===== config.mk =====
export PLATFORM = sky130hd
export DESIGN_NAME = mem_bus_arbiter
export DESIGN_NICKNAME = d
export VERILOG_FILES = /design/src/rtl/mem_bus_arbiter.sv
export SDC_FILE = /design/constraint.sdc
export NUM_CORES = 1
export LEC_CHECK = 0
export BUFFER_PORTS_ARGS = -buffer_cell sky130_fd_sc_hd__buf_4
export CORE_MARGIN = 10
export CORE_UTILIZATION = 47
export DETAILED_ROUTE_END_ITERATION = 8
export PLACE_DENSITY = 0.78
export SYNTH_ARGS = -nofsm -noshare
export SYNTH_HDL_FRONTEND = slang
export SYNTH_SLANG_ARGS = --single-unit

===== constraint.sdc =====
create_clock -name clk -period 2.1 [get_ports clk]
set_input_delay 0.42 -clock clk [delete_from_list [all_inputs] [get_ports clk]]
set_output_delay 0.42 -clock clk [all_outputs]
set_load 0.1 [all_outputs]

===== src/rtl/mem_bus_arbiter.sv =====
// Arbitrates the single external memory port between instruction fetch and data access.
// Data access has priority; fetch is guaranteed a slot after MAX_DATA_RUN data grants and hung transactions time out.
module mem_bus_arbiter #(
    parameter int unsigned TIMEOUT      = 16,
    parameter int unsigned MAX_DATA_RUN = 4
) (
    input  logic        clk,
    input  logic        rst,
    input  logic        if_req_i,
    input  logic [31:0] if_addr_i,
    output logic [31:0] if_data_o,
    output logic        if_ack_o,
    input  logic        mem_req_i,
    input  logic        mem_we_i,
    input  logic [3:0]  mem_sel_i,
    input  logic [31:0] mem_addr_i,
    input  logic [31:0] mem_wdata_i,
    output logic [31:0] mem_rdata_o,
    output logic        mem_ack_o,
    output logic        err_o,
    output logic        bus_req_o,
    output logic        bus_we_o,
    output logic [3:0]  bus_sel_o,
    output logic [31:0] bus_addr_o,
    output logic [31:0] bus_wdata_o,
    input  logic [31:0] bus_rdata_i,
    input  logic        bus_ack_i,
    output logic        stallreq_o
);

    localparam logic [1:0] IDLE     = 2'd0;
    localparam logic [1:0] BUSY_IF  = 2'd1;
    localparam logic [1:0] BUSY_MEM = 2'd2;

    localparam int unsigned TW = $clog2(TIMEOUT + 1);
    localparam int unsigned RW = $clog2(MAX_DATA_RUN + 1);
    localparam logic [TW-1:0] TIMEOUT_LIM = TW'(TIMEOUT);
    localparam logic [RW-1:0] RUN_LIM     = RW'(MAX_DATA_RUN);

    logic [1:0]    state;
    logic [TW-1:0] tmo_cnt;
    logic [TW-1:0] tmo_next;
    logic [RW-1:0] run_cnt;
    logic          grant_mem;
    logic          finish;
    logic [31:0]   ret_data;

    always_comb begin
        grant_mem = mem_req_i && !(if_req_i && (run_cnt == RUN_LIM));
        tmo_next  = tmo_cnt + 1'b1;
        // A real ack on the timeout edge takes precedence over the abort
        finish    = bus_ack_i || (tmo_next == TIMEOUT_LIM);
        ret_data  = (bus_ack_i && !bus_we_o) ? bus_rdata_i : '0;
    end

    always_comb begin
        stallreq_o = !rst && ((if_req_i && !if_ack_o) || (mem_req_i && !mem_ack_o));
    end

    always_ff @(posedge clk) begin
        if (rst) begin
            state       <= IDLE;
            tmo_cnt     <= '0;
            run_cnt     <= '0;
            bus_req_o   <= 1'b0;
            bus_we_o    <= 1'b0;
            bus_sel_o   <= '0;
            bus_addr_o  <= '0;
            bus_wdata_o <= '0;
            if_data_o   <= '0;
            mem_rdata_o <= '0;
            if_ack_o    <= 1'b0;
            mem_ack_o   <= 1'b0;
            err_o       <= 1'b0;
        end else begin
            if_ack_o  <= 1'b0;
            mem_ack_o <= 1'b0;
            err_o     <= 1'b0;
            case (state)
                IDLE: begin
                    if (grant_mem) begin
                        state       <= BUSY_MEM;
                        tmo_cnt     <= '0;
                        bus_req_o   <= 1'b1;
                        bus_we_o    <= mem_we_i;
                        bus_sel_o   <= mem_sel_i;
                        bus_addr_o  <= mem_addr_i;
                        bus_wdata_o <= mem_wdata_i;
                        if (!if_req_i) begin
                            run_cnt <= '0;
                        end else if (run_cnt != RUN_LIM) begin
                            run_cnt <= run_cnt + 1'b1;
                        end
                    end else if (if_req_i) begin
                        state       <= BUSY_IF;
                        tmo_cnt     <= '0;
                        run_cnt     <= '0;
                        bus_req_o   <= 1'b1;
                        bus_we_o    <= 1'b0;
                        bus_sel_o   <= 4'b1111;
                        bus_addr_o  <= if_addr_i;
                        bus_wdata_o <= '0;
                    end
                end
                BUSY_IF, BUSY_MEM: begin
                    if (finish) begin
                        state     <= IDLE;
                        bus_req_o <= 1'b0;
                        err_o     <= !bus_ack_i;
                        if (state == BUSY_IF) begin
                            if_ack_o  <= 1'b1;
                            if_data_o <= ret_data;
                        end else begin
                            mem_ack_o   <= 1'b1;
                            mem_rdata_o <= ret_data;
                        end
                    end else begin
                        tmo_cnt <= tmo_next;
                    end
                end
                default: begin
                    state     <= IDLE;
                    bus_req_o <= 1'b0;
                end
            endcase
        end
    end

endmodule


==> results of run 1 <==
## report_power, final
part           total [mW]  switching, mW  internal, mW
clock                2.91           1.10          1.81
combinational        2.55           1.91         0.637
sequential           3.08          0.101          2.98
## path summary, 6_finish.rpt
path / start / slack, ns / to
setup reg to reg: state[0] / 0.19 / tmo_cnt[4]
hold reg to reg: bus_wdata_o[25] / 0.45 / bus_wdata_o[25]
setup / recovery: state[0] / 0.19 / tmo_cnt[4]
hold / removal: bus_rdata_i[22] / 0.22 / if_data_o[22]
## area by class of cell
type | count | area [µm²]
sequential | 147 | 2943
clock inverter | 6 | 80.08
timing repair buffer | 289 | 2295
tap | 168 | 210.2
fill | 973 | 3410
clock buffer | 23 | 478.0
multi-input combinational | 509 | 2716
inverter | 8 | 30.03
## cell usage in the layout, fill, tap and decap left out, types with 3 or more instances in the layout
cell and instances:
clkbuf_1 3, nand3_1 103, nor2_1 40, buf_4 279, dfxtp_1 147, buf_12 10, nor3_1 11, clkinv_2 4
nand4_1 3, o21ai_1 4, nand2_1 110, clkbuf_8 3, inv_1 8, a21oi_1 41, ha_1 5, nand2b_1 67
clkbuf_16 17, a311oi_1 34, a31oi_1 4, o21ai_0 65
## metal layers
layer / share of wire (%) / vias to the layer above / GRT usage, %
li1: - / 2995 / -
met1: 39 / 2843 / 25.82
met2: 49 / 255 / 38.40
met3: 11 / 21 / 11.09
met4: 1.7 / 0 / 7.396
met5: 0 / - / 0
## state kept, by name (all words and copies together), names as in the netlist
name,count
bus_wdata_o,32
err_o,1
bus_req_o,1
tmo_cnt,5
run_cnt,3
bus_addr_o,32
if_data_o,32
if_ack_o,1
bus_sel_o,4
mem_rdata_o,32
mem_ack_o,1
state,2
bus_we_o,1
## cells by family after synthesis
kind of cell | after synthesis
AO/OA/AOI/OAI | 159
adder cells (fa/ha/maj) | 5
AND/OR/NAND/NOR | 345
buffers and inverters | 72
flip-flops | 147
## critical path, cell delays in order (launching register included)
cell and delay, ns:
dfxtp_1 0.33, inv_1 0.06, ha_1 0.40, nor2b_1 0.31, o21ai_1 0.28, a21boi_1 0.28, a311oi_1 0.12
## per-stage QoR
step                      instances  setup WS [ns]  power, mW
final                          1150         0.1946      8.534
after global routing           1150       0.002087      8.825
after floorplan                 728         0.1328      4.958
after CTS                      1150         0.2012      8.569
after detailed placement       1121         0.2351      5.682
after global placement         1121         0.2741      5.664
==> reports/results.ini, run 1 <==
[sta]
finClkSkew_ns = 0.005672
setup_viol = 0
fmax_mhz = 524.8
period_share_pct = 90.73
max-slew-margin-rel_pct = 61.83
hold_viol = 0
fin_tns_setup_ns = 0
worst_slew_pin_slew_ns = 0.5687
rsz0062_at_grt = false
post-route-min-period_ns = 1.905
whs_ns = 0.2233
slew_viol_final = 0

[synthesis]
synth_xor_area_share_pct = 0
synthCells = 728
synthMuxAreaShare_pct = 0
synth.most_common_cell = dfxtp_1
seq_area_frac_synth_pct = 49.60
synth_edf_count = 0
synth_fa_ha_area_share_pct = 1.054
synthTopCellsByArea = dfxtp_1 50%, nand3_1 8.7%, nand2b_1 7.1%
syn_nets = 871
synth_top_area_share_pct = 49.60
yosys_warnings = 0
async_reset_ff_share_pct = 0
synth-simple-area-share_pct = 27.86
yosys-top-cells-count = 147 x dfxtp_1, 110 x nand2_1, 103 x nand3_1
synth_flop_cell = dfxtp_1
synth_area_mm2 = 0.005933
synth_area_leader_cell = dfxtp_1
ys_seq_elements = 147
synth.distinct_cells = 34
synth_compound_area_share_pct = 16.32
syn_area_per_cell_um2 = 8.150
synth_top_family_by_area = simple AND/OR/NAND/NOR gates

[clocking]
clk_pin_slew_ns = 0.06
root_buffer = clkbuf_16
worstSkewPairLatency_ns = 0.42
cts_made_buffers = 17
post_cts_buffers = 0
cts_tree = yes
clock_sinks = 147
cts.path.max_buffers = 2
cts.htree.levels = 4
cts_resized = 0
hold_buffers = 0

[worst_hold_path]
hold_class = in2reg
holdPathStages = 3

[floorplan]
core.rowCount = 40
die-area_mm2 = 0.01752
die_h_um = 132.4
start_util_pct = 48.79
die_x_um = 132.4
ios = 276
core_area_mm2 = 0.01216

[critical_path]
critical_path.max_fanout = 8
worstSetupEndpointType = flop
crit_arrival_ns = 2.20
crit_type = reg2reg
cp-start-kind = flop
reg2reg_depth = 6
worstPathRequired_ns = 2.39

[placed_design]
place_congestion = 0.8433
hpwl_um = 15240
io_buffers = 275
dpl-instance-area_mm2 = 0.008194

[finish]
postLayoutCoreUtil_pct = 71.97
antenna_cells = 0
final_area_mm2 = 0.008752
layout.nets = 1115
final_layout_size_suffix_gt1_share_pct = 32.99
syn_to_final_growth_pct = 47.51

[global_routing]
grt_pass1_wl_um = 33200
grt_max_degree = 69
overflow = 0
grt_pass1_vias = 6033
antenna_found_initial = 0
grt_usage_pct = 23.27

[run_status]
outcome = finished clean

[route]
drtPass1Iterations = 5
drtIter0Drc = 474
avgViaCountPerCell = 5.317
totalWireLength_um = 21180
routedWlPerCell_um = 18.42
drc = 0
vias = 6114
ant_nets = 0

[pwr]
p_leak_nw = 3.760
ir_drop_uv = 677.8
pwr_density_cell_mw_per_mm2 = 975.1

[flow_run]
drv_cap = 0

No activity file was read; power rests on OpenSTA's default activity.
==> run 2: changes to the inputs <==
--- a/config.mk
+++ b/config.mk
@@ -5,11 +5,12 @@
 export SDC_FILE = /design/constraint.sdc
 export NUM_CORES = 1
 export LEC_CHECK = 0
+export ABC_AREA = 1
 export BUFFER_PORTS_ARGS = -buffer_cell sky130_fd_sc_hd__buf_4
 export CORE_MARGIN = 10
-export CORE_UTILIZATION = 47
+export CORE_UTILIZATION = 48
 export DETAILED_ROUTE_END_ITERATION = 8
-export PLACE_DENSITY = 0.78
+export PLACE_DENSITY = 0.77
 export SYNTH_ARGS = -nofsm -noshare
 export SYNTH_HDL_FRONTEND = slang
 export SYNTH_SLANG_ARGS = --single-unit
==> run 2 against run 1 <==
Hold slack improved by 0.016 ns. Combinational power rose by 22%. Clock power rose by 5%. Non-clock buffer count rose by 10. Clock skew rose by 0.0019 ns. Largest cell class unchanged. Critical path type unchanged. Register-to-register slack improved by 0.09 ns. Global-route usage fell by 1.3 points.
==> reports/results.ini, run 2 <==
[run_status]
outcome = finished clean

[clocking]
hold_buffers = 0  ; unchanged
cts_made_buffers = 17  ; unchanged
cts_tree = yes
cts.htree.levels = 4  ; unchanged
clk_pin_slew_ns = 0.06  ; about the same
root_buffer = clkbuf_16
post_cts_buffers = 0  ; unchanged
cts_resized = 0  ; unchanged
worstSkewPairLatency_ns = 0.42  ; about the same
cts.path.max_buffers = 2  ; unchanged
clock_sinks = 147  ; unchanged

[placed_design]
io_buffers = 275  ; unchanged
hpwl_um = 15740  ; +3.3%
place_congestion = 0.8024  ; -4.8%
dpl-instance-area_mm2 = 0.008830  ; +7.8%

[sta]
setup_viol = 0  ; unchanged
worst_slew_pin_slew_ns = 0.4530  ; -0.1157 ns
finClkSkew_ns = 0.007559  ; +0.001887 ns
hold_viol = 0  ; unchanged
fmax_mhz = 550.3  ; +4.8%
slew_viol_final = 0  ; unchanged
period_share_pct = 86.54  ; -4.2 points
post-route-min-period_ns = 1.817  ; -0.08809 ns
max-slew-margin-rel_pct = 69.80  ; +8.0 points
whs_ns = 0.2391  ; +0.01574 ns
rsz0062_at_grt = false
fin_tns_setup_ns = 0  ; unchanged

[floorplan]
ios = 276  ; unchanged
die_h_um = 137.7  ; +4.0%
core_area_mm2 = 0.01340  ; +10%
die-area_mm2 = 0.01896  ; +8.2%
start_util_pct = 49.62  ; +0.83 points
core.rowCount = 42  ; +5.0%
die_x_um = 137.7  ; +4.0%

[pwr]
p_seq_share_pct = 33.9  ; -2.1 points
comb_power_share_pct = 33.3  ; +3.4 points
p_leak_nw = 5.047  ; +34%
ir_drop_uv = 622.9  ; -8.1%
p_sw_mw = 3.663  ; +18%
finalPower_mw = 9.352  ; +9.6%
switching_share_pct = 39.17  ; +2.7 points
pwr_density_cell_mw_per_mm2 = 991.6  ; +1.7%
p_int_mw = 5.689  ; +4.9%
share_clk_of_total_power_pct = 32.8  ; -1.3 points

[critical_path]
reg2reg_depth = 9  ; +3
cp-start-kind = flop
worstPathRequired_ns = 2.41  ; +0.02 ns
reg2reg_slack_ns = 0.28  ; +0.09 ns
critical_path.max_fanout = 35  ; +27
worstReg2RegStart = tmo_cnt[0]
endpoint = if_data_o[2]
crit_type = reg2reg
startpoint = tmo_cnt[0]
timing.rr.end = if_data_o[2]
crit_arrival_ns = 2.13  ; -0.07 ns
worstSetupEndpointType = flop

[synthesis]
yosys_warnings = 0  ; unchanged
async_reset_ff_share_pct = 0  ; unchanged
seq_area_frac_synth_pct = 44.26  ; -5.3 points
syn_area_per_cell_um2 = 6.743  ; -17%
synth_area_mm2 = 0.006649  ; +12%
ys_seq_elements = 147  ; unchanged
synth.most_common_cell = nand2_1
synth_top_area_share_pct = 44.26  ; -5.3 points
synthTopCellsByArea = dfxtp_1 44%, nand2_1 16%, inv_1 9.1%
syn_nets = 1129  ; +30%
synth_area_leader_cell = dfxtp_1
yosys-top-cells-count = 276 x nand2_1, 161 x inv_1, 147 x dfxtp_1
synth_edf_count = 0  ; unchanged
synth.distinct_cells = 23  ; -32%
synthCells = 986  ; +35%
synth_flop_cell = dfxtp_1

[finish]
regArea_mm2 = 0.002943  ; unchanged
layout_commonest_cell = buf_4
final_cell_mix = 295 x buf_4, 276 x nand2_1, 161 x inv_1
layout.nets = 1380  ; +24%
fillCellCount = 1161  ; +19%
final_area_mm2 = 0.009432  ; +7.8%
multiInputGateArea_mm2 = 0.002748  ; +1.2%
syn_to_final_growth_pct = 41.85
antenna_cells = 0  ; unchanged
final_layout_size_suffix_gt1_share_pct = 27.36  ; -5.6 points

[global_routing]
grt_max_degree = 73  ; +5.8%
grt_pass1_wl_um = 32980  ; -0.64%
overflow = 0  ; unchanged
grt_pass1_vias = 6365  ; +5.5%
antenna_found_initial = 0  ; unchanged
grt_usage_pct = 21.98  ; -1.3 points

[flow_run]
drv_cap = 0  ; unchanged

[worst_hold_path]
hold_class = in2reg

[route]
ant_nets = 0  ; unchanged
drtIter0Drc = 506  ; +6.8%
totalWireLength_um = 21610  ; +2.0%
vias = 6759  ; +11%
drc = 0  ; unchanged
routedWlPerCell_um = 15.16  ; -18%
drtPass1Iterations = 5  ; unchanged
avgViaCountPerCell = 4.740  ; -11%

[run 2: changes by cell type after synthesis, sizes merged, moves of 37 or more]
cell    before  now
nor2        42  113
inv          8  164
nand2b      67    0
nand2      110  278
o21ai       70    5
nand4        3   40
[run 2: routing by layer]
layer,part of all wire (%),GRT usage (%),up-vias
li1,-,-,3544
met1,39,24.54,2940
met2,47,35.42,251
met3,12,11.69,24
met4,1.8,6.952,0
met5,0,0,-
[run 2: cell families after synthesis]
logic type,share of synthesized area [%]
AOI/OAI and AO/OA,7.396
xor gates and xnor gates,0.1318
adders and majority gates,0.9409
buffers and inverters,14.57
DFF,44.26
and+or+nand+nor,32.71
[run 2: worst max-delay path, stage by stage (launching register included)]
cell     delay [ns]
dfxtp_1        0.39
ha_1           0.22
nand4_1        0.11
nand2_1        0.12
nand3_2        0.10
nand2_2        0.13
buf_4          0.33
nand4_1        0.16
nand2_1        0.09
nor2_1         0.05
[run 2: layout make-up]
cell class	instances	share of cell area [%]
clock buffers	19	4.696
clock inverters	13	1.685
inverters	166	6.620
multi-input cells	606	29.13
flip-flops and latches	147	31.20
well taps	176	2.335
repair buffers	299	24.33
[run 2: worst min path at each step]
stage / from / endpoint / slack (ns) / cells past startpoint
2_1_floorplan: state[1] / state[1] / 0.44 / 2
4_1_cts: mem_sel_i[2] / bus_sel_o[2] / 0.22 / 3
3_3_place_gp: bus_wdata_o[19] / bus_wdata_o[19] / 0.45 / 2
6_report: mem_sel_i[2] / bus_sel_o[2] / 0.24 / 3
5_1_grt: mem_sel_i[2] / bus_sel_o[2] / 0.24 / 3
3_5_place_dp: bus_wdata_o[6] / bus_wdata_o[6] / 0.46 / 2
[run 2: power by group through the flow]
| stage | sequential [mW] | combinational (mW) | clock (mW) |
|---|---|---|---|
| 5_1_grt | 3.19 | 3.31 | 3.26 |
| 4_1_cts | 3.17 | 3.14 | 3.12 |
| 3_3_place_gp | 3.22 | 3.11 | 0 |
| 2_1_floorplan | 4.71 | 0.833 | 0 |
| 3_5_place_dp | 3.22 | 3.13 | 0 |
| 6_report | 3.17 | 3.12 | 3.07 |
[run 2: through the flow]
step | utilization, % | setup slack [ns] | cells
5_1_grt | 70.38 | 0.1180 | 1426
3_5_place_dp | 65.89 | 0.3300 | 1394
2_1_floorplan | - | 0.1999 | 986
6_report | 70.38 | 0.2827 | 1426
3_3_place_gp | 65.89 | 0.3877 | 1394
4_1_cts | 70.38 | 0.2896 | 1426
==> run 3: changes to the inputs <==
==> constraint.sdc (replaced) <==
create_clock -name clk -period 2.1 [get_ports clk]
set_input_delay 0.105 -clock clk [delete_from_list [all_inputs] [get_ports clk]]
set_output_delay 0.105 -clock clk [all_outputs]
set_load 0.1 [all_outputs]
==> run 3 against run 2 <==
Global-route usage grew 1.7 points. Register-to-register slack lost 0.04 ns. Sequential power is essentially flat. Combinational power grew 3%. Critical endpoint is now mem_rdata_o[14].
==> reports/results.ini, run 3 (synthesis results as in run 2) <==
[run_status]
outcome = finished clean

[route]
totalWireLength_um = 23490  ; +8.7%
drc = 0  ; unchanged
drtPass1Iterations = 5  ; unchanged
ant_nets = 0  ; unchanged
vias = 7119  ; +5.3%
routedWlPerCell_um = 16.08  ; +6.1%
avgViaCountPerCell = 4.873  ; +2.8%
drtIter0Drc = 639  ; +26%

[finish]
final_area_mm2 = 0.009816  ; +4.1%
layout_commonest_cell = buf_4
multiInputGateArea_mm2 = 0.002743  ; -0.18%
regArea_mm2 = 0.002943  ; unchanged
final_cell_mix = 291 x buf_4, 276 x nand2_1, 161 x inv_1
postLayoutCoreUtil_pct = 73.25  ; +2.9 points
final_layout_size_suffix_gt1_share_pct = 26.25  ; -1.1 points
layout.nets = 1416  ; +2.6%
fillCellCount = 1061  ; -8.6%
syn_to_final_growth_pct = 47.63

[clocking]
cts_resized = 0  ; unchanged
worstSkewPairLatency_ns = 0.43  ; about the same
clk_pin_slew_ns = 0.06  ; about the same
cts.htree.levels = 4  ; unchanged
cts_tree = yes
cts.path.max_buffers = 2  ; unchanged
clock_sinks = 147  ; unchanged
cts_made_buffers = 17  ; unchanged
root_buffer = clkbuf_16

[sta]
setup_viol = 0  ; unchanged
max-slew-margin-rel_pct = 68.68  ; -1.1 points
fmax_mhz = 539.1  ; -2.0%
hold_viol = 0  ; unchanged
period_share_pct = 88.32  ; +1.8 points
fin_tns_setup_ns = 0  ; unchanged
slew_viol_final = 0  ; unchanged
worst_slew_pin_slew_ns = 0.4699  ; +0.01685 ns
finClkSkew_ns = 0.01267  ; +0.005108 ns
post-route-min-period_ns = 1.855  ; +0.03750 ns
rsz0062_at_grt = false

[placed_design]
hpwl_um = 15690  ; -0.28%
dpl-instance-area_mm2 = 0.008813  ; -0.18%
io_buffers = 275  ; unchanged
place_congestion = 0.8677  ; +8.1%

[flow_run]
drv_cap = 0  ; unchanged

[worst_hold_path]
worstHoldStart = mem_addr_i[23]
hold_class = in2reg

[critical_path]
worstSetupEndpointType = flop
cp-start-kind = flop
critical_path.max_fanout = 48  ; +37%
crit_arrival_ns = 2.21  ; +0.08 ns
crit_type = reg2reg
worstReg2RegStart = tmo_cnt[0]
startpoint = tmo_cnt[0]
worstPathRequired_ns = 2.45  ; +0.04 ns

[pwr]
p_leak_nw = 5.224  ; +3.5%
ir_drop_uv = 622.7  ; about the same
pwr_density_cell_mw_per_mm2 = 968.8  ; -2.3%

[floorplan]
die_x_um = 137.7  ; unchanged
core.rowCount = 42  ; unchanged
ios = 276  ; unchanged
die_h_um = 137.7  ; unchanged
core_area_mm2 = 0.01340  ; unchanged
start_util_pct = 49.62  ; unchanged
die-area_mm2 = 0.01896  ; unchanged

[global_routing]
grt_pass1_vias = 6861  ; +7.8%
grt_max_degree = 89  ; +22%
grt_usage_pct = 23.72  ; +1.7 points
overflow = 0  ; unchanged
grt_pass1_wl_um = 35720  ; +8.3%
antenna_found_initial = 0  ; unchanged

-- run 3: layout make-up --
| type | count | share of cell area, % |
|---|---|---|
| clock buffers | 22 | 4.933 |
| diodes | 1 | 0.02549 |
| well taps | 176 | 2.243 |
| flip-flops and latches | 147 | 29.98 |
| clock inverters | 8 | 1.275 |
| repair buffers | 335 | 27.25 |
| inverters | 166 | 6.348 |
| multi-input cells | 606 | 27.94 |
-- run 3: worst paths after layout --
check | endpoint | slack (ns) | cells after the start
worst min-delay path | bus_addr_o[23] | 0.01 | 5
worst min register to register | bus_wdata_o[9] | 0.47 | 2
worst max register to register | mem_rdata_o[14] | 0.25 | 10
worst max-delay path | mem_rdata_o[14] | 0.25 | 10
-- run 3: where the power goes --
group	internal (mW)	switching, mW	total [mW]	leakage [nW]
Clock	1.98	1.15	3.14	0.298
Sequential	3.03	0.149	3.18	1.20
Combinational	0.809	2.39	3.20	3.72
Total	5.82	3.69	9.51	5.22
-- run 3: worst max-delay path, stage by stage (launching register included) --
cell	delay, ns
dfxtp_1	0.39
ha_1	0.22
nand4_1	0.11
nand2_1	0.10
nand3_2	0.09
nand2_2	0.27
nand3_2	0.14
buf_12	0.20
nand2_1	0.08
nand2_1	0.05
nor2_1	0.11
-- run 3: metrics by stage --
stage | power (mW) | instances | hold slack [ns] | setup slack (ns)
final | 9.509 | 1461 | 0.009605 | 0.2452
after detailed placement | 6.333 | 1391 | 0.3448 | 0.2786
after global placement | 6.311 | 1391 | 0.3356 | 0.3289
after global routing | 9.877 | 1460 | 0.02371 | 0.07536
after CTS | 9.532 | 1460 | 0.0007615 | 0.2545
after floorplan | 5.544 | 986 | 0.2471 | 0.2272
-- run 3: timing repair --
item / in CTS / in global routing
hold buffers: 39 / 0
hold endpoints to repair: 40 / 0
buffers inserted: 0 / 0
-- run 3: per-layer routing --
metal	vias up	share of wire, %	global-route usage, %
met5	-	0	0
li1	3609	-	-
met4	0	1.9	7.474
met1	3169	39	26.67
met3	36	12	11.25
met2	305	48	38.98
